--- config.mk ---
export PLATFORM = sky130hd
export DESIGN_NAME = imm_ext_pipe
export DESIGN_NICKNAME = d
export VERILOG_FILES = /design/src/rtl/imm_pkg.sv /design/src/rtl/skid_buf.sv /design/src/rtl/imm_ext_pipe.sv
export SDC_FILE = /design/constraint.sdc
export NUM_CORES = 1
export LEC_CHECK = 0
export ABC_AREA = 1
export CAP_MARGIN = 20
export CORE_AREA = 4 4 127 129
export DETAILED_ROUTE_END_ITERATION = 10
export DIE_AREA = 0 0 131 133
export PLACE_DENSITY = 0.67
export SYNTH_ARGS = -nofsm -noshare
export SYNTH_HDL_FRONTEND = slang
export SYNTH_SLANG_ARGS = --single-unit
export TNS_END_PERCENT = 30
--- constraint.sdc ---
create_clock -name clk -period 3.6 [get_ports clk]
set_input_delay 0.72 -clock clk [delete_from_list [all_inputs] [get_ports clk]]
set_output_delay 0.72 -clock clk [all_outputs]
set_load 0.05 [all_outputs]
--- src/rtl/imm_pkg.sv ---
// Shared mode encodings and the immediate/target extension function for imm_ext_pipe.
package imm_pkg;

  localparam int unsigned IMM_MODE_W = 3;
  localparam int unsigned MAX_XLEN   = 64;

  typedef enum logic [IMM_MODE_W-1:0] {
    IMM_ZERO   = 3'd0,
    IMM_SIGN   = 3'd1,
    IMM_LUI    = 3'd2,
    IMM_BRANCH = 3'd3,
    IMM_JUMP   = 3'd4,
    IMM_SHAMT  = 3'd5
  } imm_mode_e;

  typedef logic [MAX_XLEN-1:0] xword_t;

  // Widths arrive as elaboration constants; everything is built at MAX_XLEN, then masked to xlen.
  function automatic logic [MAX_XLEN:0] imm_extend(
    input imm_mode_e   mode,
    input xword_t      instr,
    input xword_t      pc,
    input int unsigned xlen,
    input int unsigned imm_w,
    input int unsigned jtgt_w
  );
    xword_t xmask;
    xword_t imm_z;
    xword_t imm_s;
    xword_t lui;
    xword_t jmp_lo;
    xword_t jmp_keep;
    xword_t pc4;
    xword_t val;
    logic   sgn;
    logic   err;

    sgn      = 1'b0;
    err      = 1'b0;
    xmask    = '0;
    imm_z    = '0;
    imm_s    = '0;
    jmp_lo   = '0;
    jmp_keep = '0;
    val      = '0;

    for (int unsigned i = 0; i < MAX_XLEN; i++) begin
      if (i + 1 == imm_w) sgn = instr[6'(i)];
    end

    for (int unsigned i = 0; i < MAX_XLEN; i++) begin
      xmask[6'(i)]    = (i < xlen);
      imm_z[6'(i)]    = (i < imm_w) && instr[6'(i)];
      imm_s[6'(i)]    = (i < imm_w) ? instr[6'(i)] : sgn;
      jmp_lo[6'(i)]   = (i < jtgt_w) && instr[6'(i)];
      jmp_keep[6'(i)] = (i >= jtgt_w + 2);
    end

    // LUI keeps sign of the shifted immediate above bit 2*imm_w-1
    lui = imm_z << imm_w;
    for (int unsigned i = 0; i < MAX_XLEN; i++) begin
      if (i >= 2 * imm_w) lui[6'(i)] = sgn;
    end

    pc4 = pc + MAX_XLEN'(4);

    case (mode)
      IMM_ZERO:   val = imm_z;
      IMM_SIGN:   val = imm_s;
      IMM_LUI:    val = lui;
      IMM_BRANCH: val = pc4 + (imm_s << 2);
      IMM_JUMP:   val = (pc4 & jmp_keep) | (jmp_lo << 2);
      IMM_SHAMT:  val = (imm_z >> 6) & MAX_XLEN'(31);
      default: begin
        val = '0;
        err = 1'b1;
      end
    endcase

    return {err, val & xmask};
  endfunction

endpackage

--- src/rtl/skid_buf.sv ---
// Two-entry valid/ready register slice: output register plus one skid register, flushable.
module skid_buf #(
  parameter int unsigned W = 38
) (
  input  logic         clk,
  input  logic         reset,
  input  logic         flush,
  input  logic         in_valid,
  output logic         in_ready,
  input  logic [W-1:0] in_data,
  output logic         out_valid,
  input  logic         out_ready,
  output logic [W-1:0] out_data
);

  logic         out_valid_q, out_valid_d;
  logic [W-1:0] out_data_q,  out_data_d;
  logic         skid_valid_q, skid_valid_d;
  logic [W-1:0] skid_data_q,  skid_data_d;
  logic         acc_in;
  logic         acc_out;

  // Ready comes only from skid occupancy, so out_ready never reaches in_ready
  assign in_ready  = ~skid_valid_q & ~reset;
  assign out_valid = out_valid_q;
  assign out_data  = out_data_q;

  always_comb begin
    out_valid_d  = out_valid_q;
    out_data_d   = out_data_q;
    skid_valid_d = skid_valid_q;
    skid_data_d  = skid_data_q;
    acc_in       = in_valid & ~skid_valid_q & ~flush;
    acc_out      = out_valid_q & out_ready;

    if (flush) begin
      out_valid_d  = 1'b0;
      skid_valid_d = 1'b0;
    end else if (!out_valid_q || acc_out) begin
      if (skid_valid_q) begin
        out_valid_d  = 1'b1;
        out_data_d   = skid_data_q;
        skid_valid_d = 1'b0;
      end else begin
        out_valid_d = acc_in;
        if (acc_in) out_data_d = in_data;
      end
    end else if (acc_in) begin
      skid_valid_d = 1'b1;
      skid_data_d  = in_data;
    end
  end

  always_ff @(posedge clk) begin
    if (reset) begin
      out_valid_q  <= 1'b0;
      out_data_q   <= '0;
      skid_valid_q <= 1'b0;
      skid_data_q  <= '0;
    end else begin
      out_valid_q  <= out_valid_d;
      out_data_q   <= out_data_d;
      skid_valid_q <= skid_valid_d;
      skid_data_q  <= skid_data_d;
    end
  end

endmodule

--- src/rtl/imm_ext_pipe.sv ---
// Immediate/branch/jump target generator between decode and execute, registered behind a skid buffer.
module imm_ext_pipe
  import imm_pkg::*;
#(
  parameter int unsigned XLEN   = 32,
  parameter int unsigned IMM_W  = 16,
  parameter int unsigned JTGT_W = 26,
  parameter int unsigned TAG_W  = 5
) (
  input  logic                  clk,
  input  logic                  reset,
  input  logic                  flush,
  input  logic                  in_valid,
  output logic                  in_ready,
  input  logic [IMM_MODE_W-1:0] in_mode,
  input  logic [JTGT_W-1:0]     in_instr,
  input  logic [XLEN-1:0]       in_pc,
  input  logic [TAG_W-1:0]      in_tag,
  output logic                  out_valid,
  input  logic                  out_ready,
  output logic [XLEN-1:0]       out_value,
  output logic [TAG_W-1:0]      out_tag,
  output logic                  out_err
);

  localparam int unsigned PAY_W = XLEN + TAG_W + 1;

  logic [MAX_XLEN:0] ext_c;
  logic [PAY_W-1:0]  in_pay;
  logic [PAY_W-1:0]  out_pay;
  logic              unused_ext;

  assign ext_c = imm_extend(imm_mode_e'(in_mode), MAX_XLEN'(in_instr), MAX_XLEN'(in_pc),
                            XLEN, IMM_W, JTGT_W);

  // Bits above XLEN are always zero after masking
  assign unused_ext = ^ext_c;

  assign in_pay = {ext_c[MAX_XLEN], in_tag, ext_c[XLEN-1:0]};

  skid_buf #(
    .W(PAY_W)
  ) u_skid (
    .clk       (clk),
    .reset     (reset),
    .flush     (flush),
    .in_valid  (in_valid),
    .in_ready  (in_ready),
    .in_data   (in_pay),
    .out_valid (out_valid),
    .out_ready (out_ready),
    .out_data  (out_pay)
  );

  assign {out_err, out_tag, out_value} = out_pay;

endmodule

==> flow_metrics.env <==
export IMPL_grt_pass1_wl_um=35500
export IMPL_die_x_um=131
export IMPL_ys_flop_type="dfxtp_1"
export IMPL_antennaDiodeCount=0
export IMPL_setup_viol=0
export IMPL_antenna_found_initial=0
export IMPL_regToRegSetupSlack_ps=1530
export IMPL_grt_overflow_total=0
export IMPL_max_cap_violations=0
export IMPL_register_area_mm2=0.00156
export IMPL_path_cells="dlymetal6s2s_1, nand2_1, nor3_2, nand2_2, nor4_2, nand2_1, xnor2_2, ha_1, buf_4, nand2_1, nand2_1, o21bai_2, inv_1, nand2_1, a21oi_2, nand2_1, nand2_1, nand3_2, nand3_2, nand2_1, a21oi_2"
export IMPL_crit_slowest_cell="ha_1"
export IMPL_drt_pass1_iter_count=6
export IMPL_crit_required_ps=3870
export IMPL_regToRegStartpoint="u_skid.skid_valid_q"
export IMPL_netlist_area_leader_share_pct=23.5
export IMPL_start_util_pct=44.1
export IMPL_insertion_delay_ps=340
export IMPL_path_buf_inv=3
export IMPL_netlist_area_mm2=0.00664
export IMPL_worstMarginPinSlew_ps=1010
export IMPL_synthTopCellsByArea="dfxtp_1 24%, nand2_1 17%, inv_1 8.5%"
export IMPL_relSlewSlack_pct=32.3
export IMPL_cts_buffer_depth=2
export IMPL_crit_fanout=3
export IMPL_synth_top_area_cell="dfxtp_1"
export IMPL_cts_buffers_inserted=9
export IMPL_start_kind="input pin"
export IMPL_grt_pass1_vias=7244
export IMPL_remaining_drc_errors=0
export IMPL_post_drt_wl_per_cell_um=15.1
export IMPL_die_h_um=133
export IMPL_crit_cells=21
export IMPL_nFillCells=1387
export IMPL_cts_sinks=78
export IMPL_htree_levels=3
export IMPL_cp_arrival_ps=3650
export IMPL_synth_edf_count=0
export IMPL_setup_worst_path_class="in -> reg"
export IMPL_max_freq_ghz=0.296
export IMPL_fin_crit_sh_pct=93.8
export IMPL_slew_violations=0
export IMPL_crit_start="in_pc[12]"
export IMPL_cts_tree="done"
export IMPL_slowest_delay_ps=340
export IMPL_postCtsHoldBufs=0
export IMPL_fin_worst_skew_ps=7.57
export IMPL_viasPerCell=5.25
export IMPL_synth_most_common_cell="nand2_1"
export IMPL_critPathTopFamily="simple AND/OR/NAND/NOR gates"
export IMPL_ys_seq_elements=78
export IMPL_design_power_total_uw=2940
export IMPL_rsz0062_at_grt="no"
export IMPL_ys_types=45
export IMPL_ys_warn_count=0
export IMPL_clk_pin_slew_worst_paths_ps=60
export IMPL_io_buffers=110
export IMPL_ir_drop_uv=244
export IMPL_rr_endpoint="u_skid.out_data[29]"
export IMPL_die_area_mm2=0.0174
export IMPL_fin_crit_ps=3380
export IMPL_area_delta_synth_final_pct=46.2
export IMPL_min_path_type="reg -> reg"
export IMPL_layout_nets=1447
export IMPL_antenna_left=0
export IMPL_routed_wl_um=23200
export IMPL_path_common_cell="nand2_1"
export IMPL_postSynth_asyncResetShare_pct=0
export IMPL_fin_ws_ps=223
export IMPL_reg2regPathDepth=8
export IMPL_drive_gt1_share_pct=19.6
export IMPL_status="finished clean"
export IMPL_placementRows=45
export IMPL_cts_root_buf="clkbuf_16"
export IMPL_core_area_mm2=0.0150
export IMPL_vias=8042
export IMPL_pwr_density_cell_mw_per_mm2=303
export IMPL_pre_cts_slack_ps=-485
export IMPL_syn_nets=1218
export IMPL_cp_endpoint="u_skid.out_data[29]"
export IMPL_gp_congestion=0.960
export IMPL_fin_cells=1532
export IMPL_multi_input_area_mm2=0.00471
export IMPL_syn_instance_count=1111
export IMPL_cp_end_kind="flop"
export IMPL_final_util_pct=64.5
export IMPL_dp_cells=1508
export IMPL_boundaryPins=111
export IMPL_yosysSeqAreaShare_pct=23.5
export IMPL_drtIter0Drc=647
export IMPL_postSynthAreaPerCell_um2=5.97
export IMPL_grt_usage_pct=25.5
export IMPL_leakagePower_uw=0.00484
export IMPL_hold_viol=0
export IMPL_dpl_hpwl_um=18000
export IMPL_hold_worst_slack_ps=463
export IMPL_synth_common_cells="299 x nand2_1, 151 x inv_1, 118 x nor2_1"
export IMPL_grt_max_degree=57
-- area by class of cell --
cell class              instances  area share [%]
clock buffers                  11            2.40
clock inverters                 4            1.24
inverters                     155            6.00
multi-input cells             840            48.6
flip-flops and latches         78            16.1
well taps                     188            2.42
repair buffers                256            23.3
-- layer usage --
metal | up-vias | GRT usage (%) | part of all wire [%]
li1 | 4075 | - | -
met1 | 3629 | 34.7 | 44
met2 | 294 | 40.6 | 46
met3 | 44 | 4.24 | 6.8
met4 | 0 | 8.40 | 3.2
met5 | - | 0 | 0
-- how the worst min path moves through the flow --
stage | start | end | cells past startpoint
after floorplan | u_skid.skid_data_q[35] | u_skid.out_data[35] | 2
after global placement | u_skid.out_data[14] | u_skid.out_data[14] | 2
after detailed placement | u_skid.out_data[37] | u_skid.out_data[37] | 2
after CTS | u_skid.out_data[37] | u_skid.out_data[37] | 2
after global routing | u_skid.out_data[18] | u_skid.out_data[18] | 2
final | u_skid.out_data[15] | u_skid.out_data[15] | 2
-- power by group --
group	internal (µW)	switching, µW
clock network	744	340
registers	883	9.20
logic	419	548
total	2050	897
-- kinds of logic (layout without fill, tap and decap cells) --
| logic type | Yosys count | count (layout) | share of synthesized area (%) |
|---|---|---|---|
| compound gates | 214 | 214 | 18.4 |
| buf+inv | 193 | 426 | 11.3 |
| xor+xnor | 25 | 25 | 3.30 |
| flops | 78 | 78 | 23.5 |
| fa+ha+maj | 36 | 36 | 6.90 |
| simple gates | 565 | 565 | 36.6 |
-- tightest hold or removal path: stages (launching register included) --
cell     delay (ps)
dfxtp_1         310
nand2_1          60
a21oi_1          50
-- metrics by stage --
| step | area (µm²) | setup TNS [ps] |
|---|---|---|
| floorplan | 6640 | 0 |
| global placement | 8840 | -12110 |
| detailed placement | 8840 | -14140 |
| global route | 9700 | 0 |
| finish | 9700 | 0 |
| CTS | 9290 | -4.91 |
-- state kept, by name, summed over array words and instances, names as in the netlist --
signal and count:
u_skid.out_data 38, u_skid.out_valid 1, u_skid.skid_data_q 38, u_skid.skid_valid_q 1
-- cells in the final DEF, fill, tap and decap left out, drive strengths merged, types with 7 or more instances in the layout --
master	instances
a221oi	14
nand3	86
nand2	306
o21bai	7
dlymetal6s2s	18
ha	35
o211ai	15
xnor2	12
buf	147
nor3	13
clkdlybuf4s50	91
o21ai	66
xor2	13
dfxtp	78
nand4	14
a21oi	96
clkbuf	11
inv	154
nor2	128
-- what timing repair did --
action	4_1_cts	5_1_grt
pin swaps	3	34
setup buffers	1	8
resized for setup	21	86
endpoints found under the setup margin	24	41
Note: power is estimated with default switching activity, not from simulation.
